==> config.mk <==
export PLATFORM = sky130hd
export DESIGN_NAME = apb_addr_decode_interconnect
export DESIGN_NICKNAME = d
export VERILOG_FILES = /design/src/rtl/apb_addr_decode_interconnect.sv
export SDC_FILE = /design/constraint.sdc
export NUM_CORES = 1
export LEC_CHECK = 0
export CAP_MARGIN = 20
export CORE_AREA = 2 2 158 160
export DETAILED_ROUTE_END_ITERATION = 8
export DIE_AREA = 0 0 160 162
export PLACE_DENSITY_LB_ADDON = 0.12
export SLEW_MARGIN = 5
export SYNTH_ARGS = -nofsm -noshare
export SYNTH_HDL_FRONTEND = slang
export SYNTH_SLANG_ARGS = --single-unit
==> constraint.sdc <==
create_clock -name I_PCLK -period 2.7 [get_ports I_PCLK]
set_input_delay 0.81 -clock I_PCLK [delete_from_list [all_inputs] [get_ports I_PCLK]]
set_output_delay 0.81 -clock I_PCLK [all_outputs]
set_load 0.05 [all_outputs]
==> src/rtl/apb_addr_decode_interconnect.sv <==
// N-master / M-slave APB interconnect: arbitrates masters, decodes the address to a slave, answers unmapped addresses with PSLVERR.
// Optional ACCESS watchdog enabled by defining APB_IC_TIMEOUT_EN.
module apb_addr_decode_interconnect #(
    parameter int ADDR_WIDTH       = 32,
    parameter int DATA_WIDTH       = 32,
    parameter int NO_OF_MASTERS    = 2,
    parameter int NO_OF_SLAVES     = 4,
    parameter int ARBITRATION_TYPE = 0,
    parameter logic [ADDR_WIDTH-1:0] SLAVE_BASEADDR [NO_OF_SLAVES] =
        '{32'h0000_0000, 32'h0000_1000, 32'h0000_2000, 32'h0000_3000},
    parameter logic [ADDR_WIDTH:0]   SLAVE_SIZE [NO_OF_SLAVES] =
        '{33'h1000, 33'h1000, 33'h1000, 33'h1000},
    parameter int TIMEOUT_CYCLES   = 16
) (
    input  logic                                     I_PCLK,
    input  logic                                     I_PRESETN,
    input  logic [NO_OF_MASTERS-1:0]                 IFM_PSEL,
    input  logic [NO_OF_MASTERS-1:0]                 IFM_PENABLE,
    input  logic [NO_OF_MASTERS-1:0]                 IFM_PWRITE,
    input  logic [NO_OF_MASTERS-1:0][ADDR_WIDTH-1:0] IFM_PADDR,
    input  logic [NO_OF_MASTERS-1:0][DATA_WIDTH-1:0] IFM_PWDATA,
    output logic [NO_OF_MASTERS-1:0]                 OTM_PREADY,
    output logic [NO_OF_MASTERS-1:0][DATA_WIDTH-1:0] OTM_PRDATA,
    output logic [NO_OF_MASTERS-1:0]                 OTM_PSLVERR,
    output logic [NO_OF_SLAVES-1:0]                  OTS_PSEL,
    output logic                                     OTS_PENABLE,
    output logic                                     OTS_PWRITE,
    output logic [ADDR_WIDTH-1:0]                    OTS_PADDR,
    output logic [DATA_WIDTH-1:0]                    OTS_PWDATA,
    input  logic [NO_OF_SLAVES-1:0]                  IFS_PREADY,
    input  logic [NO_OF_SLAVES-1:0][DATA_WIDTH-1:0]  IFS_PRDATA,
    input  logic [NO_OF_SLAVES-1:0]                  IFS_PSLVERR,
    output logic [NO_OF_MASTERS-1:0]                 O_GRANT
);

    localparam int MW = (NO_OF_MASTERS > 1) ? $clog2(NO_OF_MASTERS) : 1;
    localparam int SW = (NO_OF_SLAVES > 1) ? $clog2(NO_OF_SLAVES) : 1;

    typedef enum logic [1:0] {IDLE, SETUP, ACCESS, DECERR} state_t;

    state_t                  state;
    logic [MW-1:0]           grant_idx;
    logic [NO_OF_MASTERS-1:0] grant_oh;
    logic [SW-1:0]           dec_idx;
    logic [MW-1:0]           rr_ptr;
    logic [ADDR_WIDTH-1:0]   addr_q;
    logic                    write_q;
    logic [DATA_WIDTH-1:0]   wdata_q;

    logic                    arb_found;
    logic [MW-1:0]           arb_idx;
    logic [MW-1:0]           start_ptr;
    logic [ADDR_WIDTH-1:0]   win_addr;
    logic                    dec_hit;
    logic [SW-1:0]           dec_sel;
    logic                    slave_ready;
    logic                    timeout;
    logic [MW-1:0]           ptr_next;
    logic                    penable_unused;

    // Masters' PENABLE carries no routing information; the FSM sequences the slave side itself.
    assign penable_unused = ^IFM_PENABLE;

    assign start_ptr   = (ARBITRATION_TYPE == 1) ? rr_ptr : '0;
    assign slave_ready = IFS_PREADY[dec_idx];
    assign ptr_next    = (grant_idx == MW'(NO_OF_MASTERS - 1)) ? '0 : grant_idx + 1'b1;
    assign win_addr    = IFM_PADDR[arb_idx];

    // Circular search from start_ptr; fixed priority is the special case start_ptr == 0.
    always_comb begin
        logic [MW:0] cand;
        arb_found = 1'b0;
        arb_idx   = '0;
        cand      = '0;
        for (int i = 0; i < NO_OF_MASTERS; i++) begin
            cand = {1'b0, start_ptr} + (MW+1)'(i);
            if (cand >= (MW+1)'(NO_OF_MASTERS)) begin
                cand = cand - (MW+1)'(NO_OF_MASTERS);
            end
            if (!arb_found && IFM_PSEL[cand[MW-1:0]]) begin
                arb_found = 1'b1;
                arb_idx   = cand[MW-1:0];
            end
        end
    end

    // Scanning downwards lets the lowest overlapping slave index win; the +1 bit keeps a region ending at 2^ADDR_WIDTH from wrapping.
    always_comb begin
        dec_hit = 1'b0;
        dec_sel = '0;
        for (int s = NO_OF_SLAVES - 1; s >= 0; s--) begin
            if (({1'b0, win_addr} >= {1'b0, SLAVE_BASEADDR[s]}) &&
                ({1'b0, win_addr} <  ({1'b0, SLAVE_BASEADDR[s]} + SLAVE_SIZE[s]))) begin
                dec_hit = 1'b1;
                dec_sel = SW'(s);
            end
        end
    end

`ifdef APB_IC_TIMEOUT_EN
    localparam int CW = $clog2(TIMEOUT_CYCLES + 1);
    logic [CW-1:0] to_cnt;

    assign timeout = (state == ACCESS) && (to_cnt == CW'(TIMEOUT_CYCLES));

    always_ff @(posedge I_PCLK or negedge I_PRESETN) begin
        if (!I_PRESETN) begin
            to_cnt <= '0;
        end else if (state == SETUP) begin
            to_cnt <= '0;
        end else if ((state == ACCESS) && !slave_ready && !timeout) begin
            to_cnt <= to_cnt + 1'b1;
        end
    end
`else
    localparam int TIMEOUT_UNUSED = TIMEOUT_CYCLES;
    assign timeout = 1'b0;
`endif

    always_ff @(posedge I_PCLK or negedge I_PRESETN) begin
        if (!I_PRESETN) begin
            state     <= IDLE;
            grant_idx <= '0;
            grant_oh  <= '0;
            dec_idx   <= '0;
            rr_ptr    <= '0;
            addr_q    <= '0;
            write_q   <= 1'b0;
            wdata_q   <= '0;
        end else begin
            case (state)
                IDLE: begin
                    if (arb_found) begin
                        grant_idx <= arb_idx;
                        grant_oh  <= NO_OF_MASTERS'(1) << arb_idx;
                        addr_q    <= IFM_PADDR[arb_idx];
                        write_q   <= IFM_PWRITE[arb_idx];
                        wdata_q   <= IFM_PWDATA[arb_idx];
                        dec_idx   <= dec_sel;
                        state     <= dec_hit ? SETUP : DECERR;
                    end
                end
                SETUP: begin
                    state <= ACCESS;
                end
                ACCESS: begin
                    if (slave_ready || timeout) begin
                        state    <= IDLE;
                        grant_oh <= '0;
                        rr_ptr   <= ptr_next;
                    end
                end
                DECERR: begin
                    state    <= IDLE;
                    grant_oh <= '0;
                    rr_ptr   <= ptr_next;
                end
                default: state <= IDLE;
            endcase
        end
    end

    // Response path is combinational so a zero-wait slave completes in the first ACCESS cycle.
    always_comb begin
        OTS_PSEL    = '0;
        OTS_PENABLE = 1'b0;
        OTM_PREADY  = '0;
        OTM_PRDATA  = '0;
        OTM_PSLVERR = '0;
        case (state)
            SETUP: begin
                OTS_PSEL[dec_idx] = 1'b1;
            end
            ACCESS: begin
                if (timeout) begin
                    OTM_PREADY[grant_idx]  = 1'b1;
                    OTM_PSLVERR[grant_idx] = 1'b1;
                end else begin
                    OTS_PSEL[dec_idx]     = 1'b1;
                    OTS_PENABLE           = 1'b1;
                    OTM_PREADY[grant_idx] = slave_ready;
                    if (slave_ready) begin
                        OTM_PRDATA[grant_idx]  = IFS_PRDATA[dec_idx];
                        OTM_PSLVERR[grant_idx] = IFS_PSLVERR[dec_idx];
                    end
                end
            end
            DECERR: begin
                OTM_PREADY[grant_idx]  = 1'b1;
                OTM_PSLVERR[grant_idx] = 1'b1;
            end
            default: ;
        endcase
    end

    assign OTS_PADDR  = addr_q;
    assign OTS_PWRITE = write_q;
    assign OTS_PWDATA = wdata_q;
    assign O_GRANT    = grant_oh;

endmodule

Yosys cells after proc, flatten, opt, wreduce, memory -nomap -nowiden
Cells that the tools add are included.
{ "op_classes": {"magnitude_cmp": 12, "n_eq_ne": 5, "n_shift": 1, "mux": 42, "bitwise_logic": 3, "reduce_logical": 13} }
{ "ops": {"columns": ["op", "count"], "rows": [
  ["$mux 32", 6],
  ["$mux 64", 2],
  ["$and 64x64->64", 1],
  ["$bmux 32 s2", 1],
  ["$ge 32x14->1 const B", 2],
  ["$lt 32x14->1 const B", 2],
  ["$demux 32 s1", 1],
  ["$ge 32x13->1 const B", 1],
  ["$lt 32x13->1 const B", 1],
  ["$lt 32x15->1 const B", 1],
  ["$mux 2", 9],
  ["$mux 1", 14],
  ["$pmux 2 s2", 2],
  ["$pmux 2 s4", 1],
  ["$logic_and 1x1->1", 6],
  ["$pmux 2 s3", 1],
  ["$and 2x2->2", 2],
  ["$bmux 1 s2", 2],
  ["$eq 2x2->1 const B", 2],
  ["$lt 1x2->1 const B", 2],
  ["$mux 4", 1],
  ["$ne 2x2->1 const B", 2],
  ["$reduce_and 2->1", 2],
  ["$lt 2x3->1 const B", 1],
  ["11 further kinds", 11]
]} }
{ "totals": {"reg_bits": 72, "output_inout_bits": 140, "elab_cells": 83} }

Logic depth before layout (Yosys ltp)
Gate-level depths: netlist of run 1.
{ "depth": {"word_depth": 15, "ltp_mapped": 7} }

Worst setup path before layout of run 1
OpenSTA, ideal clock, no wires.
{ "synth_timing": {"path_type": "reg2out", "from": "reg state[0]", "to": "out OTM_PSLVERR[1]", "arrival_time_ns": 2.304, "required_ns": 1.890, "slack_ns": -0.414, "path_stages_with_launch": 6, "path_buffers": 1, "path_cell_list": "dfrtp_1 > inv_1 > ha_1 > nand3_1 > buf_2 > o21ai_1"} }
{ "synth_via": {"elab_chain_len": 2, "elab_cells_between_ends": 3, "classes_between": "2 x eq/ne; 1 x mux"} }
{ "synth_rtl": {"columns": ["item", "line_no", "rtl"], "rows": [
  ["start: declaration", "41", "state_t state;"],
  ["start signal: assignment", "140", "state <= dec_hit ? SETUP : DECERR;"],
  ["$eq 2x2->1", "170", "case (state)"],
  ["$pmux 2 s2 *", "170", null],
  ["end: declaration", "24", "output logic [NO_OF_MASTERS-1:0] OTM_PSLVERR,"]
]} }
Every way passes the cells marked *; elsewhere a longest branch is shown, timed or not.

==> metrics.txt, run 1 <==
Synth Cell Area=0.00477 mm2; Setup WS pre-CTS=-1.05 ns; Routed WL=23,500 um; CP Max Fanout=8; Pins Over Slew Limit=0; GR Util met2=0.325; multiplexer share of the synthesized area=0.301; final core occ=0.452; HPWL Detailed=18,800 um; FMAX=331 MHz; Inserted Clock Buffers=9; gr usage total=0.175; row cnt=57; unrepaired setup endpoints after global routing=true; IO Count=412; Register Area=0.00180 mm2; multi-input logic area=0.00318 mm2; Most Crowded Layer GR=met2; post-route minimum period=3.02 ns; Pleak=4.71 nW; Skew-Pair Late Insertion Delay=0.34 ns; worst path cell trace=buf_6, mux4_2, buf_6, nand3_4, buf_12, buf_12, nor2b_4, buf_12; Iter 0 DRT Violations=190; global routing usage on met1=0.189; maximum vdd drop=449 uV; final hold viol count=0; P&R area growth vs syn=129%; share of cells above drive strength 1=0.288; synth warn=0; routed length per instance=19.2 um; IO Port Bufs=409; worst-margin pin slew=0.585 ns; filler cell count=2,325; Crit path top cell by count=buf_12; Core ar.=0.0241 mm2; post-synth top area cell=dfrtp_1; vias in the first global route=5,423; Max-Cap Viols=0; Hold Buf Count CTS=0; CP arrival=2.21 ns; Initial DRT Pass Iterations=5; CTS tree=yes; Critical path origin=IFS_PREADY[3]; Critical Path Start Type=primary input; period utilization=1.12; Reg2Reg Setup Slack=0.73 ns; Worst EP required=1.89 ns; Synth Area in Adders=0.0131; pin count of the biggest net entering global routing=45; Bufs on Longest Clock Path=2; Clock Tree Root=clkbuf_16; CP Capture Type=output port; clk slew on worst S/H paths=0.07 ns; Synth area leaders=dfrtp_1, mux4_2, mux2i_1; FF-to-FF End=O_GRANT[0]$_DFFE_PN0P_; slowest library cell on the worst path=mux4_2; initial antenna violation count=1; Synth Instances=464; first-pass GRT wire length=34,200 um; final setup vio count=68; reg2reg path depth=6; via count=5,132; Vert. Die Dim=162 um; drt drc=0; Sink Count=72; synth unique cells=31; delay-heaviest family, CP=buffers and inverters; Final WS setup=-0.319 ns; Synth Area in Simple Gates=0.172; initial core utilization=0.198; Die X-Extent=160 um; HP Class=in -> async; top-area cell type share of the netlist area=0.378; CP max stage delay=0.54 ns; Setup Skew=0.00781 ns; CTS H-tree depth=3; Worst slew margin=0.609; largest family of logic cells by synthesized area=multiplexers; GR Overflow Total=0; critical path class=in -> out; met3 Track Usage GR=0.0513; full die area=0.0259 mm2; vias per cell=4.19; XOR/XNOR Fraction of Synth Area=0; Worst R2R Start=dec_idx[0]$_DFFE_PN0P_; gpl congestion=0.802; Compound-Gate Fraction of Synth Area=0.0934; register area share after synthesis=0.378; Antenna Nets Post-Route=0; failing checks=negative setup slack; FF+latch count, synth=72; outcome=finished with violations; Mapped Nets=741; CP bufs+invs=5; # nets final=1,171; Pwr Density=855 mW/mm2; hold slack final=0.411 ns; Syn Area/Cell=10.3 um2
[placed cells by master (no fill, tap or decap), drive strengths merged, types with 2 or more instances in the layout]
cell / instances
nor2: 9
ha: 5
nand2b: 2
clkbuf: 13
dfrtp: 72
nand2: 74
a22o: 2
clkdlybuf4s50: 321
mux2: 2
inv: 9
mux2i: 64
a21oi: 6
o21ai: 68
nor4: 8
nor3: 2
mux4: 34
dlygate4sd2: 5
a21o: 2
dlymetal6s2s: 4
buf: 121
and2: 31
nor2b: 33
nand4: 2
[cell usage after synthesis]
library cell  number
nand2_1           74
dfrtp_1           72
mux2i_1           64
o21ai_0           50
mux4_2            34
nor2b_1           33
and2_1            31
o21ai_1           18
clkbuf_1          15
buf_2             10
buf_4              8
nor4_1             8
nor2_1             7
a21oi_1            6
inv_1              6
ha_1               5
buf_1              3
a21o_1             2
a22o_1             2
mux2_4             2
nand2b_1           2
nand4_1            2
nor3_1             2
a211oi_1           1
and3_1             1
nand3_1            1
nor2_2             1
nor3b_1            1
o31ai_1            1
o32ai_4            1
or2_1              1
[logic make-up after synthesis]
kind of cell / after synthesis
buffers and inverters: 42
adder cells (fa/ha/maj): 5
multiplexers: 100
AND/OR/NAND/NOR: 164
flip-flops: 72
AO/OA/AOI/OAI: 81
[worst reg2reg max path, delay by kind of cell, from the launching register on]
family                 cells  cell delay [ns]
muxes                      2             0.89
buffers and inverters      2             0.29
and+or+nand+nor            1             0.09
DFF                        1             0.42
AOI/OAI and AO/OA          1             0.16
[routing by layer]
layer / part of all wire / wire (um)
met1: 0.37 / 8590
met3: 0.078 / 1820
met4: 0.025 / 589
met5: 0 / 0
met2: 0.53 / 12500
[metrics by stage]
stage / instance area, um2 / total power [W] / std cells / TNS, ns
detailed placement: 10100 / 0.00788 / 1193 / -54.58
finish: 10900 / 0.00931 / 1224 / -15.08
floorplan: 5070 / 0.00533 / 464 / -2.04
CTS: 10700 / 0.00937 / 1218 / -16.49
global placement: 10100 / 0.00785 / 1193 / -52.09
global route: 10900 / 0.00980 / 1224 / -17.07
[state kept, by name, indices dropped and copies added, names as in the netlist]
| register | count |
|---|---|
| grant_idx | 1 |
| O_GRANT | 2 |
| OTS_PWRITE | 1 |
| dec_idx | 2 |
| OTS_PADDR | 32 |
| state | 2 |
| OTS_PWDATA | 32 |
[worst max path at each step]
stage / end / slack, ns / depth (start not counted)
after floorplan: OTM_PRDATA[32] / -0.11 / 3
after global placement: OTM_PRDATA[10] / -0.98 / 6
after detailed placement: OTM_PRDATA[15] / -1.05 / 6
after CTS: OTM_PRDATA[61] / -0.33 / 8
after global routing: OTM_PRDATA[54] / -0.35 / 8
final: OTM_PRDATA[61] / -0.32 / 8
[report_power, final]
| group | internal, W | total (W) | switching, W |
|---|---|---|---|
| clock | 0.000756 | 0.00127 | 0.000513 |
| sequential | 0.00159 | 0.00186 | 0.000270 |
| combinational | 0.00242 | 0.00618 | 0.00376 |
[cell type report]
class                      count  share of cell area
antenna                        1            0.000230
clock buffer                  10              0.0219
clock inverter                 6             0.00689
inverter                       6             0.00230
multi-input combinational    351               0.292
sequential                    72               0.166
tap                          324              0.0372
timing repair buffer         454               0.474
[repair_timing]
| item | 4_1_cts | 5_1_grt |
|---|---|---|
| setup buffers | 8 | 4 |
| gates resized for setup | 85 | 27 |
| setup endpoints to repair | 69 | 68 |
| pin swaps | 7 | 33 |
| gates cloned | 4 | 3 |
No activity file was read; power rests on OpenSTA's default activity.
==> inputs of run 2 (changes only) <==
--- a/config.mk
+++ b/config.mk
@@ -5,7 +5,7 @@
 export SDC_FILE = /design/constraint.sdc
 export NUM_CORES = 1
 export LEC_CHECK = 0
-export CAP_MARGIN = 20
+export CAP_MARGIN = 30
 export CORE_AREA = 2 2 158 160
 export DETAILED_ROUTE_END_ITERATION = 8
 export DIE_AREA = 0 0 160 162
==> results of run 2 <==
Same layout as run 1: the final DEF is identical, and so are final timing and power.
